<file path="src/rtl/mem_stage.sv">
// MIPS MEM stage: passes ALU results through and runs loads/stores over a req/ack data bus.
// Lanes are big-endian; the pipeline is stalled while an access is outstanding.
module mem_stage #(
    parameter int unsigned TIMEOUT = 255
) (
    input  logic        clk,
    input  logic        rst,
    input  logic [31:0] mem_wdata_i,
    input  logic [4:0]  mem_waddr_i,
    input  logic        mem_we_i,
    input  logic [3:0]  mem_op_i,
    input  logic [31:0] mem_addr_i,
    input  logic [31:0] mem_sdata_i,
    output logic [31:0] mem_wdata_o,
    output logic [4:0]  mem_waddr_o,
    output logic        mem_we_o,
    output logic        stall_req_o,
    output logic        align_err_o,
    output logic        bus_err_o,
    output logic        bus_req_o,
    output logic        bus_we_o,
    output logic [31:0] bus_addr_o,
    output logic [3:0]  bus_sel_o,
    output logic [31:0] bus_wdata_o,
    input  logic        bus_ack_i,
    input  logic [31:0] bus_rdata_i
);

    localparam logic [3:0] OP_LB  = 4'd1;
    localparam logic [3:0] OP_LBU = 4'd2;
    localparam logic [3:0] OP_LH  = 4'd3;
    localparam logic [3:0] OP_LHU = 4'd4;
    localparam logic [3:0] OP_LW  = 4'd5;
    localparam logic [3:0] OP_SB  = 4'd6;
    localparam logic [3:0] OP_SH  = 4'd7;
    localparam logic [3:0] OP_SW  = 4'd8;

    localparam logic [15:0] CNT_LAST = 16'(TIMEOUT - 1);

    typedef enum logic [1:0] {
        S_IDLE = 2'd0,
        S_BUSY = 2'd1,
        S_DONE = 2'd2
    } state_t;

    function automatic logic [3:0] lane_sel(input logic [3:0] op, input logic [1:0] off);
        logic [3:0] sel;
        sel = 4'b0000;
        case (op)
            OP_LB, OP_LBU, OP_SB: begin
                case (off)
                    2'd0:    sel = 4'b1000;
                    2'd1:    sel = 4'b0100;
                    2'd2:    sel = 4'b0010;
                    default: sel = 4'b0001;
                endcase
            end
            OP_LH, OP_LHU, OP_SH: sel = off[1] ? 4'b0011 : 4'b1100;
            OP_LW, OP_SW:         sel = 4'b1111;
            default:              sel = 4'b0000;
        endcase
        return sel;
    endfunction

    function automatic logic [31:0] store_repl(input logic [3:0] op, input logic [31:0] sdata);
        logic [31:0] d;
        case (op)
            OP_SB:   d = {4{sdata[7:0]}};
            OP_SH:   d = {2{sdata[15:0]}};
            default: d = sdata;
        endcase
        return d;
    endfunction

    function automatic logic [31:0] load_extract(input logic [3:0] op, input logic [1:0] off,
                                                 input logic [31:0] rdata);
        logic [7:0]  b;
        logic [15:0] h;
        logic [31:0] d;
        case (off)
            2'd0:    b = rdata[31:24];
            2'd1:    b = rdata[23:16];
            2'd2:    b = rdata[15:8];
            default: b = rdata[7:0];
        endcase
        h = off[1] ? rdata[15:0] : rdata[31:16];
        case (op)
            OP_LB:   d = {{24{b[7]}}, b};
            OP_LBU:  d = {24'd0, b};
            OP_LH:   d = {{16{h[15]}}, h};
            OP_LHU:  d = {16'd0, h};
            default: d = rdata;
        endcase
        return d;
    endfunction

    state_t      r_state;
    state_t      w_state_nxt;
    logic [15:0] r_cnt;
    logic [31:0] r_result;
    logic [3:0]  r_op;
    logic [1:0]  r_off;
    logic        r_abort;
    logic        r_bus_req;
    logic        r_bus_we;
    logic [31:0] r_bus_addr;
    logic [3:0]  r_bus_sel;
    logic [31:0] r_bus_wdata;

    logic        w_is_load;
    logic        w_is_store;
    logic        w_misalign;
    logic        w_launch;
    logic        w_r_is_load;

    assign w_is_load   = (mem_op_i >= OP_LB) && (mem_op_i <= OP_LW);
    assign w_is_store  = (mem_op_i >= OP_SB) && (mem_op_i <= OP_SW);
    assign w_r_is_load = (r_op >= OP_LB) && (r_op <= OP_LW);

    // Misalignment check on the incoming instruction
    always_comb begin
        w_misalign = 1'b0;
        case (mem_op_i)
            OP_LH, OP_LHU, OP_SH: w_misalign = mem_addr_i[0];
            OP_LW, OP_SW:         w_misalign = (mem_addr_i[1:0] != 2'b00);
            default:              w_misalign = 1'b0;
        endcase
    end

    assign w_launch = (r_state == S_IDLE) && (w_is_load || w_is_store) && !w_misalign;

    // State, counter, latched access and bus request registers
    always_ff @(posedge clk or posedge rst) begin
        if (rst) begin
            r_state     <= S_IDLE;
            r_cnt       <= 16'd0;
            r_result    <= 32'd0;
            r_op        <= 4'd0;
            r_off       <= 2'd0;
            r_abort     <= 1'b0;
            r_bus_req   <= 1'b0;
            r_bus_we    <= 1'b0;
            r_bus_addr  <= 32'd0;
            r_bus_sel   <= 4'd0;
            r_bus_wdata <= 32'd0;
        end else begin
            r_state <= w_state_nxt;
            case (r_state)
                S_IDLE: begin
                    if (w_launch) begin
                        r_op        <= mem_op_i;
                        r_off       <= mem_addr_i[1:0];
                        r_cnt       <= 16'd0;
                        r_abort     <= 1'b0;
                        r_bus_req   <= 1'b1;
                        r_bus_we    <= w_is_store;
                        r_bus_addr  <= {mem_addr_i[31:2], 2'b00};
                        r_bus_sel   <= lane_sel(mem_op_i, mem_addr_i[1:0]);
                        r_bus_wdata <= store_repl(mem_op_i, mem_sdata_i);
                    end
                end
                S_BUSY: begin
                    if (bus_ack_i) begin
                        r_bus_req <= 1'b0;
                        if (w_r_is_load) begin
                            r_result <= load_extract(r_op, r_off, bus_rdata_i);
                        end
                    end else if (r_cnt == CNT_LAST) begin
                        r_bus_req <= 1'b0;
                        r_abort   <= 1'b1;
                    end else begin
                        r_cnt <= r_cnt + 16'd1;
                    end
                end
                default: begin
                    r_cnt <= 16'd0;
                end
            endcase
        end
    end

    // Next-state logic
    always_comb begin
        w_state_nxt = r_state;
        case (r_state)
            S_IDLE: begin
                if (w_launch) begin
                    w_state_nxt = S_BUSY;
                end else begin
                    w_state_nxt = S_IDLE;
                end
            end
            S_BUSY: begin
                if (bus_ack_i || (r_cnt == CNT_LAST)) begin
                    w_state_nxt = S_DONE;
                end else begin
                    w_state_nxt = S_BUSY;
                end
            end
            default: w_state_nxt = S_IDLE;
        endcase
    end

    // Pipeline-facing outputs; gated by reset so they drop immediately
    always_comb begin
        mem_wdata_o = mem_wdata_i;
        mem_waddr_o = mem_waddr_i;
        mem_we_o    = mem_we_i;
        stall_req_o = 1'b0;
        align_err_o = 1'b0;
        bus_err_o   = 1'b0;
        case (r_state)
            S_IDLE: begin
                if (w_is_load || w_is_store) begin
                    mem_we_o = 1'b0;
                    if (w_misalign) begin
                        align_err_o = !rst;
                    end else begin
                        stall_req_o = !rst;
                    end
                end else begin
                    mem_we_o = mem_we_i;
                end
            end
            S_BUSY: begin
                mem_we_o    = 1'b0;
                stall_req_o = !rst;
            end
            S_DONE: begin
                bus_err_o = r_abort;
                if (w_r_is_load && !r_abort) begin
                    mem_wdata_o = r_result;
                    mem_we_o    = mem_we_i;
                end else begin
                    mem_we_o = 1'b0;
                end
            end
            default: begin
                mem_we_o = 1'b0;
            end
        endcase
    end

    assign bus_req_o   = r_bus_req;
    assign bus_we_o    = r_bus_we;
    assign bus_addr_o  = r_bus_addr;
    assign bus_sel_o   = r_bus_sel;
    assign bus_wdata_o = r_bus_wdata;

endmodule
</file>
<file path="config.mk">
export PLATFORM = sky130hd
export DESIGN_NAME = mem_stage
export DESIGN_NICKNAME = d
export VERILOG_FILES = /design/src/rtl/mem_stage.sv
export SDC_FILE = /design/constraint.sdc
export NUM_CORES = 1
export LEC_CHECK = 0
export ABC_AREA = 1
export CORE_MARGIN = 5
export CORE_UTILIZATION = 40
export CTS_CLUSTER_DIAMETER = 40
export CTS_CLUSTER_SIZE = 20
export DETAILED_ROUTE_END_ITERATION = 10
export GPL_TIMING_DRIVEN = 1
export PLACE_DENSITY_LB_ADDON = 0.2
export SLEW_MARGIN = 20
export SYNTH_ARGS = -nofsm -noshare
export SYNTH_HDL_FRONTEND = slang
export SYNTH_SLANG_ARGS = --single-unit
</file>
<file path="constraint.sdc">
create_clock -name clk -period 5.8 [get_ports clk]
set_clock_uncertainty 0.1 [all_clocks]
set_input_delay 0.87 -clock clk [delete_from_list [all_inputs] [get_ports clk]]
set_output_delay 0.87 -clock clk [all_outputs]
set_load 0.02 [all_outputs]
</file>
==> results by group, run 1 <==
Route
  • DRT Pass-1 Iters: 6
  • DR vias/cell: 4.88
  • Post-DR wirelength/cell: 14.7 um
  • Post-route ant nets: 0
  • Drt initial violations: between 400 and 500
  • Drc violations: 0
  • Routed WL: between 20000 and 25000 um
  • Via count: between 7000 and 8000

Hold path
  • Hold EP: bus_addr_o[4]$_DFFE_PP0P_
  • Worst Hold Depth: 2
  • Hold Startpoint: bus_addr_o[4]$_DFFE_PP0P_
  • Hold/Removal Path Class: flip-flop to flip-flop

Synthesis
  • Register area share after synthesis: 0.448
  • Distinct cells, synth: 38
  • Area leader, netlist: dfrtp_1
  • EDFF count, synth: 0
  • Yosys warning count: 0
  • Mux share of post-synthesis cell area: 0
  • Leading post-synthesis cells by cell area: dfrtp_1 45%, nand2_1 24%, a21oi_1 4.5%
  • Async set or reset register ratio after synthesis: 1.00
  • Simple-gate share of the synthesized area: 0.349
  • Top_reg_cell synth: dfrtp_1
  • Post-Syn Instances: approximately 990
  • Syn Std Cell Area: between 6000 and 7000 um2
  • Synth Area in XOR/XNOR: 0.00753
  • Synth Area in Adders: 0.00358
  • Yosys reg bits: about 130
  • Largest family of logic cells by synthesized area: simple AND/OR/NAND/NOR gates
  • Syn_area_per_cell: between 7 and 8 um2
  • Synth Area in Compound Gates: 0.113
  • Share of the synthesized area in the top cell type: 0.448

Timing
  • Final critical-path required period: slightly below 4 ns
  • RSZ-0062 raised after global routing: no
  • Slew @ Worst Pin: slightly above 1 ns
  • Final Hold Fails: 0
  • Max frequency: 253 MHz
  • Slew headroom: 0.307
  • Slew Limit Fails: 0
  • Fin Setup TNS: 0 ns
  • Final Cycle Share: 0.682
  • Setup-failing EPs final: 0

Finish
  • Area grow syn2layout: 43.3%
  • # nets final: approximately 1300
  • Fraction of layout cells with a size suffix above 1: 0.0468
  • Antenna Diode Count: 0
  • Final Instance Count excl. Fillers: 1442

Clocking
  • Hold buffer count at CTS: 0
  • CTS tree: yes
  • CTS root buf: clkbuf_16
  • Num CTS Buffers: 17
  • Worst skew pair latency: approximately 0.42 ns
  • Post-CTS resize count: 0
  • Clk sinks: around 130
  • CTS clock-pin slew for the worst setup and hold paths: about 0.06 ns
  • Max H-tree Level: 4
  • Clock buffer depth: 2
  • Setup Buffers After CTS: 0

Power
  • Int Power: approximately 2.8 mW
  • Clock share of power: 0.236
  • Power Density: about 460 nW/um2
  • Combinational share of power: 0.443
  • Net Sw Power: around 1.8 mW
  • IR drop worst, VDD: between 0.0002 and 0.00025 V
  • Total power: approximately 4.6 mW
  • Sequential Power Share: 0.321
  • P_leak: ~4.8 nW
  • Sw Share: 0.398

Setup path
  • Max stage delay on crit path: about 0.69 ns
  • R2R setup slack: approximately 2.6 ns
  • Arrival time at the worst endpoint: about 3.0 ns
  • Reg2Reg Depth: 7
  • Data required time at the worst endpoint: between 4 and 5 ns
  • Setup CP Type: flip-flop to output port
  • Crit Reg-Reg Endpoint: r_result[10]$_DFFE_PP0P_
  • Crit path cell chain: nor2_1 > o21ai_0 > nand2_1 > nand4_2 > inv_1 > nand2_1 > nand2_1 > clkdlybuf4s50_1
  • CP max-delay cell: inv_1
  • Setup crit end kind: output port
  • R2R Path Start: r_state[0]$_DFF_PP0_
  • CP max FO: 31
  • CP startpoint kind: flip-flop
  • CP dominant cell by count: nand2_1

Floorplanning
  • Initial core utilization: 0.405
  • Die Y-Extent: ~140 um
  • Die W: roughly 140 um
  • Core area: 17200 um2
  • I/O pins: ~250
  • DIE AREA: around 20000 um2
  • Row count: 48

Placement
  • PortBufs: 239
  • Post-DP HPWL: about 15000 um
  • Routability cong.: 0.937
  • Post-Place Cells: around 1400

GRT
  • Initial antenna violation count: 1
  • Number of global-route vias before repair: between 6000 and 7000
  • Congestion Overflow GR: 0
  • GR Util All Layers: 0.212
  • Largest net degree at the start of global routing: slightly below 80
  • Global-route wire length before repair: about 34000 um

Run status
  • Outcome: completed

Job
  • # Max-Cap Violations: 0
[how the worst max path moves through the flow]
stage                        startpoint              end  slack, ns  cells after the start
finish              r_op[3]$_DFFE_PP0P_  mem_wdata_o[31]       1.84                      8
global route        r_op[3]$_DFFE_PP0P_  mem_wdata_o[15]       1.48                      8
CTS                 r_op[3]$_DFFE_PP0P_  mem_wdata_o[15]       1.77                      8
detailed placement          mem_op_i[1]      stall_req_o       1.97                      9
global placement            mem_op_i[3]      stall_req_o       2.03                     10
floorplan                           rst      align_err_o       0.85                      3
[Yosys cell counts, types with 2 or more instances]
cell and count:
nand2_1 447, dfrtp_1 125, nor2_1 68, a21oi_1 63
nand3_1 62, inv_1 56, o21ai_0 42, buf_2 21
buf_4 16, o211ai_1 14, clkbuf_1 10, o21a_1 10
o21ai_1 9, nand4_1 7, buf_6 4, xor2_1 4
inv_2 3, nand2_2 3, clkinv_1 2, ha_1 2
nand2_4 2, nor2_2 2, nor2_4 2, nor3_1 2
xnor2_1 2
[layout by cell type, fill, tap and decap left out, types with 4 or more instances in the layout]
master             n
buf_4              6
xor2_1             4
nand3_1           62
nand4_1            7
o21ai_0           42
o21ai_1            9
o211ai_1          14
o21a_1            10
nor2_1            68
clkbuf_16         17
inv_1             55
a21oi_1           63
nand2_1          447
dfrtp_1          125
clkdlybuf4s50_1  239
[worst max-delay path: cells and delay by family (launching register included)]
kind	cells	cell delay, ns
flops	1	0.39
compound gates	1	0.14
buf+inv	2	1.30
simple gates	5	0.73
[power groups by stage]
stage,combinational [mW],sequential (mW),clock (mW)
finish,2.05,1.49,1.09
global route,2.25,1.54,1.15
global placement,2.05,1.49,0
detailed placement,2.06,1.49,0
floorplan,0.974,1.71,0
CTS,2.07,1.49,1.11
[through the flow]
stage,hold WS [ns],utilization,cell area [um2],setup WS (ns)
6_report,0.366,0.580,10000,1.84
5_1_grt,0.387,0.580,10000,1.48
4_1_cts,0.372,0.580,10000,1.77
3_5_place_dp,0.358,0.545,9390,1.97
3_3_place_gp,0.353,0.545,9390,2.03
2_1_floorplan,0.349,-,6980,0.852
[metal layers]
metal	global-route usage	share of wire
met1	0.261	0.41
met3	0.0874	0.098
met2	0.336	0.47
met5	0	0.00061
met4	0.0768	0.025
[cell families after synthesis]
family | count (synthesis)
AND/OR/NAND/NOR | 602
other | 1
AO/OA/AOI/OAI | 141
buffers and inverters | 114
adder cells (fa/ha/maj) | 2
flip-flops | 125
XOR/XNOR | 6
[flip-flops by register name (all words and copies together), names as in the netlist]
signal / cells
bus_wdata_o: 32
r_result: 32
bus_addr_o: 30
r_cnt: 16
bus_sel_o: 4
r_op: 4
r_off: 2
r_state: 2
bus_req_o: 1
bus_we_o: 1
r_abort: 1
[area by class of cell]
class,instances,area (um2)
multi-input combinational,753,3310
sequential,125,3130
tap,225,282
clock inverter,13,164
fill,1621,7240
inverter,62,238
clock buffer,19,443
timing repair buffer,245,2440
(Power assumes the default switching activity.)
==> run 2, diff against run 1 <==
- clock period: 5.8 -> 3.7 ns (I/O delays scaled with it)
==> run 2 against run 1 <==
Sequential power increased by 55%; via count down 0.31%; sequential share of layout area is 0.11 points lower; total power rose by 58%; die area stayed put; largest power group unchanged; highest routed layer unchanged.
==> results by group, run 2 (synthesis gave the netlist of run 1 again) <==
Setup path
  • Setup crit end kind: output port
  • Setup CP Type: flip-flop to output port
  • CP dominant cell by count: nand2_1
  • Max stage delay on crit path: roughly 0.6 ns
  • Crit path cell chain: nor2_1 > o21ai_0 > nand2_1 > nand4_2 > inv_1 > buf_4 > nand2_1 > nand2_1 > clkdlybuf4s50_1
  • CP max-delay cell: clkdlybuf4s50_1
  • Arrival time at the worst endpoint: 2.66 ns
  • CP startpoint kind: flip-flop
  • CP max FO: 31
  • Data required time at the worst endpoint: ~3.0 ns
  • Reg2Reg Depth: 9

Clocking
  • Num CTS Buffers: 17
  • Setup Buffers After CTS: 0
  • Post-CTS resize count: 0
  • Clk sinks: 125
  • Clock buffer depth: 2
  • CTS tree: yes
  • Worst skew pair latency: 0.41 ns
  • Hold buffer count at CTS: 0
  • CTS root buf: clkbuf_16
  • Max H-tree Level: 4
  • CTS clock-pin slew for the worst setup and hold paths: around 0.070 ns

Hold path
  • Worst Hold Depth: 2
  • Hold/Removal Path Class: flip-flop to flip-flop

Finish
  • Antenna Diode Count: 0
  • # nets final: ~1400
  • Most common cell after layout, fill and taps aside: nand2_1
  • Area grow syn2layout: 43.8%
  • Most frequent cells in the layout: 447 x nand2_1, 239 x clkdlybuf4s50_1, 125 x dfrtp_1
  • Filler cell count: 1632
  • Fraction of layout cells with a size suffix above 1: 0.0500
  • Final Instance Count excl. Fillers: between 1000 and 1500

GRT
  • Congestion Overflow GR: 0
  • Number of global-route vias before repair: 6905
  • Global-route wire length before repair: roughly 35000 um
  • Largest net degree at the start of global routing: slightly below 80
  • Initial antenna violation count: 1
  • GR Util All Layers: 0.212

Timing
  • Final Hold Fails: 0
  • Setup-failing EPs final: 0
  • Max frequency: 302 MHz
  • Final Cycle Share: 0.896
  • RSZ-0062 raised after global routing: no
  • Slew headroom: 0.440
  • Slew Limit Fails: 0
  • Fin Setup TNS: 0 ns
  • Slew @ Worst Pin: around 0.84 ns
  • Final critical-path required period: between 3 and 4 ns

Floorplanning
  • DIE AREA: about 20000 um2
  • Core area: 17200 um2
  • Row count: between 40 and 50
  • Die Y-Extent: between 100 and 150 um
  • Die W: 142 um
  • I/O pins: between 200 and 300
  • Initial core utilization: 0.405

Power
  • Power Density: slightly above 700 nW/um2
  • P_leak: roughly 4.8 nW
  • IR drop worst, VDD: around 0.00039 V

Placement
  • PortBufs: about 240
  • Post-Place Cells: 1414
  • Post-DP HPWL: about 15000 um
  • Routability cong.: between 0.8 and 0.9

Route
  • Via count: 7021
  • Post-DR wirelength/cell: around 15 um
  • Drt initial violations: between 200 and 300
  • Routed WL: around 21000 um
  • Post-route ant nets: 0
  • Drc violations: 0
  • DRT Pass-1 Iters: 7
  • DR vias/cell: 4.86

Job
  • # Max-Cap Violations: 0

Run status
  • Outcome: completed
-- run 2: cell types whose count changed in the layout (fill, tap and decap cells not counted), sizes merged --
cell / previous run / this run
clkbuf: 19 / 18
buf: 6 / 10
inv: 62 / 63
clkinv: 8 / 6
clkinvlp: 2 / 4
-- run 2: critical path: cells and delay by family (launching register included) --
family / cells / cell delay [ns]
buf+inv: 3 / 0.98
flops: 1 / 0.41
simple gates: 5 / 0.71
compound gates: 1 / 0.14
-- run 2: where the power goes --
part,internal (mW),switching [mW]
logic,1.36,1.91
registers,1.94,0.367
clock network,1.07,0.657
-- run 2: through the flow --
step	setup WS [ns]	utilization	hold WS [ns]	instance area (um2)	power, mW
2_1_floorplan	0.356	-	0.349	6990	4.21
3_3_place_gp	0.555	0.547	0.353	9430	5.57
3_5_place_dp	0.520	0.547	0.358	9430	5.59
4_1_cts	0.348	0.582	0.375	10000	7.37
5_1_grt	0.135	0.582	0.390	10000	7.79
6_report	0.385	0.582	0.370	10000	7.30
-- run 2: final timing paths --
kind                                             from                          to  slack [ns]
max                               r_op[3]$_DFFE_PP0P_             mem_wdata_o[28]        0.38
min                        bus_addr_o[19]$_DFFE_PP0P_  bus_addr_o[19]$_DFFE_PP0P_        0.37
max reg2reg                       r_op[3]$_DFFE_PP0P_     r_result[7]$_DFFE_PP0P_        1.09
min reg2reg                bus_addr_o[19]$_DFFE_PP0P_  bus_addr_o[19]$_DFFE_PP0P_        0.37
max in group asynchronous                         rst        r_state[0]$_DFF_PP0_        1.50
min in group asynchronous                         rst  bus_wdata_o[7]$_DFFE_PP0P_        0.73
-- run 2: layout make-up --
class / count / area [um2] / share of cell area
Timing Repair Buffer: 249 / 2470 / 0.246
Clock buffer: 18 / 429 / 0.0428
Inverter: 62 / 239 / 0.0238
Multi-Input combinational cell: 753 / 3310 / 0.330
Sequential cell: 125 / 3130 / 0.312
Tap cell: 225 / 282 / 0.0280
Clock inverter: 14 / 183 / 0.0182
-- run 2: routing by layer --
layer  vias to the layer above  share of wire  global-route usage
met3                        44          0.094              0.0904
li1                       3577              -                   -
met2                       237           0.46               0.332
met1                      3161           0.41               0.260
met4                         2          0.032              0.0848
met5                         -        0.00061                   0
==> run 3, diff against run 2 <==
- CORE_ASPECT_RATIO: unset -> 0.6
==> run 3 against run 2 <==
Cell area is 0.25% lower; sequential cell count stayed put; first-iteration DRC count is 99% higher; die area is 0.43% higher; sequential share of layout area is 0.078 points higher; worst setup slack better by 0.065 ns; clock power is 8% lower; routed wire length is 5.1% higher; combinational power hardly changed; worst hold slack worse by 0.00072 ns; core utilization is 0.22 points higher; via count is 1.9% higher; highest routed layer unchanged.
==> results by group, run 3 (synthesis gave the netlist of run 1 again) <==
Finish
  • Design Area, Final: 10000 um2
  • Antenna Diode Count: 0
  • Final Instance Count excl. Fillers: approximately 1500
  • Most common cell after layout, fill and taps aside: nand2_1
  • # nets final: ~1400
  • Area grow syn2layout: 43.4%
  • Most frequent cells in the layout: 447 x nand2_1, 239 x clkdlybuf4s50_1, 125 x dfrtp_1
  • Footprint of the multi-input gates: roughly 3300 um2
  • Finished Core Util: 0.585
  • Fraction of layout cells with a size suffix above 1: 0.0499
  • Register Area: 3130 um2
  • Filler cell count: 1587

Route
  • Drt initial violations: approximately 550
  • Routed met2 length: 9330 um
  • Via count: between 7000 and 8000
  • Routed met1 length: about 10000 um
  • Post-DR wirelength/cell: about 15 um
  • Routed WL: ~22000 um
  • DRT Pass-1 Iters: 5
  • Post-route ant nets: 0
  • WL met3: approximately 2600 um
  • DR vias/cell: 4.91
  • Top sig layer: met5
  • Drc violations: 0

Setup path
  • Crit path max-delay family: buffers and inverters
  • Setup CP Type: flip-flop to output port
  • Arrival time at the worst endpoint: ~2.6 ns
  • Setup crit end kind: output port
  • CP max-delay cell: clkdlybuf4s50_1
  • Data required time at the worst endpoint: roughly 3.0 ns
  • Max stage delay on crit path: between 0.5 and 0.6 ns
  • CP startpoint kind: flip-flop
  • Worst path bufs/invs: 3
  • CP max FO: 31
  • R2R setup slack: roughly 1.4 ns
  • Crit path cell chain: nor2_1 > o21ai_0 > nand2_1 > nand4_2 > inv_1 > buf_4 > nand2_1 > nand2_1 > clkdlybuf4s50_1
  • CP dominant cell by count: nand2_1

Timing
  • Hold Slack: ~0.37 ns
  • Slew Limit Fails: 0
  • Fin Setup TNS: 0 ns
  • Worst setup margin: 0.450 ns
  • Max frequency: between 300 and 400 MHz
  • Final critical-path required period: 3.25 ns
  • Slew headroom: 0.452
  • Final Cycle Share: 0.878
  • Final Hold Fails: 0
  • Slew @ Worst Pin: approximately 0.82 ns
  • Setup-failing EPs final: 0
  • RSZ-0062 raised after global routing: no

GRT
  • GR Util All Layers: 0.220
  • Largest net degree at the start of global routing: between 70 and 80
  • Initial antenna violation count: 1
  • Number of global-route vias before repair: 7009
  • Congestion Overflow GR: 0
  • Global-route wire length before repair: between 30000 and 40000 um

Placement
  • PortBufs: roughly 240
  • Post-Place Cells: between 1000 and 1500
  • Pre-CTS setup slack: between 0.4 and 0.5 ns
  • Post-DP HPWL: between 15000 and 20000 um
  • Routability cong.: just over 0.9
  • Post-DP Area: 9440 um2

Floorplanning
  • Core area: 17100 um2
  • Initial core utilization: 0.408
  • I/O pins: around 250
  • Die Y-Extent: around 110 um
  • Die W: about 180 um
  • DIE AREA: 20300 um2
  • Row count: 37

Clocking
  • Max H-tree Level: 4
  • Setup Buffers After CTS: 0
  • Clk sinks: 125
  • Hold buffer count at CTS: 0
  • CTS root buf: clkbuf_16
  • Num CTS Buffers: 17
  • CTS clock-pin slew for the worst setup and hold paths: approximately 0.05 ns
  • Post-CTS resize count: 0
  • Worst skew pair latency: roughly 0.42 ns
  • Clock buffer depth: 2
  • CTS tree: yes

Power
  • Power Density: roughly 720 nW/um2
  • Total power: ~7 mW
  • IR drop worst, VDD: 0.000416 V
  • P_leak: 4.75 nW

Job
  • # Max-Cap Violations: 0

Hold path
  • Hold/Removal Path Class: flip-flop to flip-flop

Run status
  • Outcome: completed
==> run 3: cell count changes in the layout (fill, tap and decap cells not counted) <==
cell	before	now
clkinv_2	0	4
inv_6	4	0
clkbuf_8	0	3
bufinv_16	3	1
clkinv_4	4	2
buf_6	0	1
clkbuf_1	1	2
==> run 3: worst register-to-register path, cell delays in order (launching register included) <==
cell,delay (ns)
dfrtp_1,0.37
inv_1,0.10
or2_1,0.60
inv_4,0.10
nand3_2,0.12
clkinv_1,0.32
buf_4,0.33
nor2_1,0.13
a21oi_1,0.06
==> run 3: area by class of cell <==
type / instances / share of cell area
multi-input cells: 753 / 0.331
repair buffers: 250 / 0.248
inverters: 62 / 0.0239
flip-flops and latches: 125 / 0.312
clock buffers: 22 / 0.0474
clock inverters: 10 / 0.00900
well taps: 234 / 0.0292
==> run 3: per-layer routing <==
layer,track usage,vias to the layer above
met3,0.109,24
met2,0.317,279
met4,0.0488,2
met5,0,-
met1,0.298,3266
li1,-,3580
==> run 3: power by group <==
part | switching, mW | leakage (nW) | total, mW | internal (mW)
logic | 1.91 | 2.94 | 3.27 | 1.36
registers | 0.393 | 1.54 | 2.33 | 1.94
clock network | 0.624 | 0.272 | 1.60 | 0.973
==> run 3: final timing paths <==
check                                           start                    endpoint  cells after the start
min                        bus_addr_o[13]$_DFFE_PP0P_  bus_addr_o[13]$_DFFE_PP0P_                      2
max                               r_op[3]$_DFFE_PP0P_              mem_wdata_o[1]                      9
min reg2reg                bus_addr_o[13]$_DFFE_PP0P_  bus_addr_o[13]$_DFFE_PP0P_                      2
max reg2reg                      r_state[0]$_DFF_PP0_    r_result[24]$_DFFE_PP0P_                      8
max in group asynchronous                         rst  bus_addr_o[13]$_DFFE_PP0P_                      4
min in group asynchronous                         rst  bus_addr_o[31]$_DFFE_PP0P_                      3
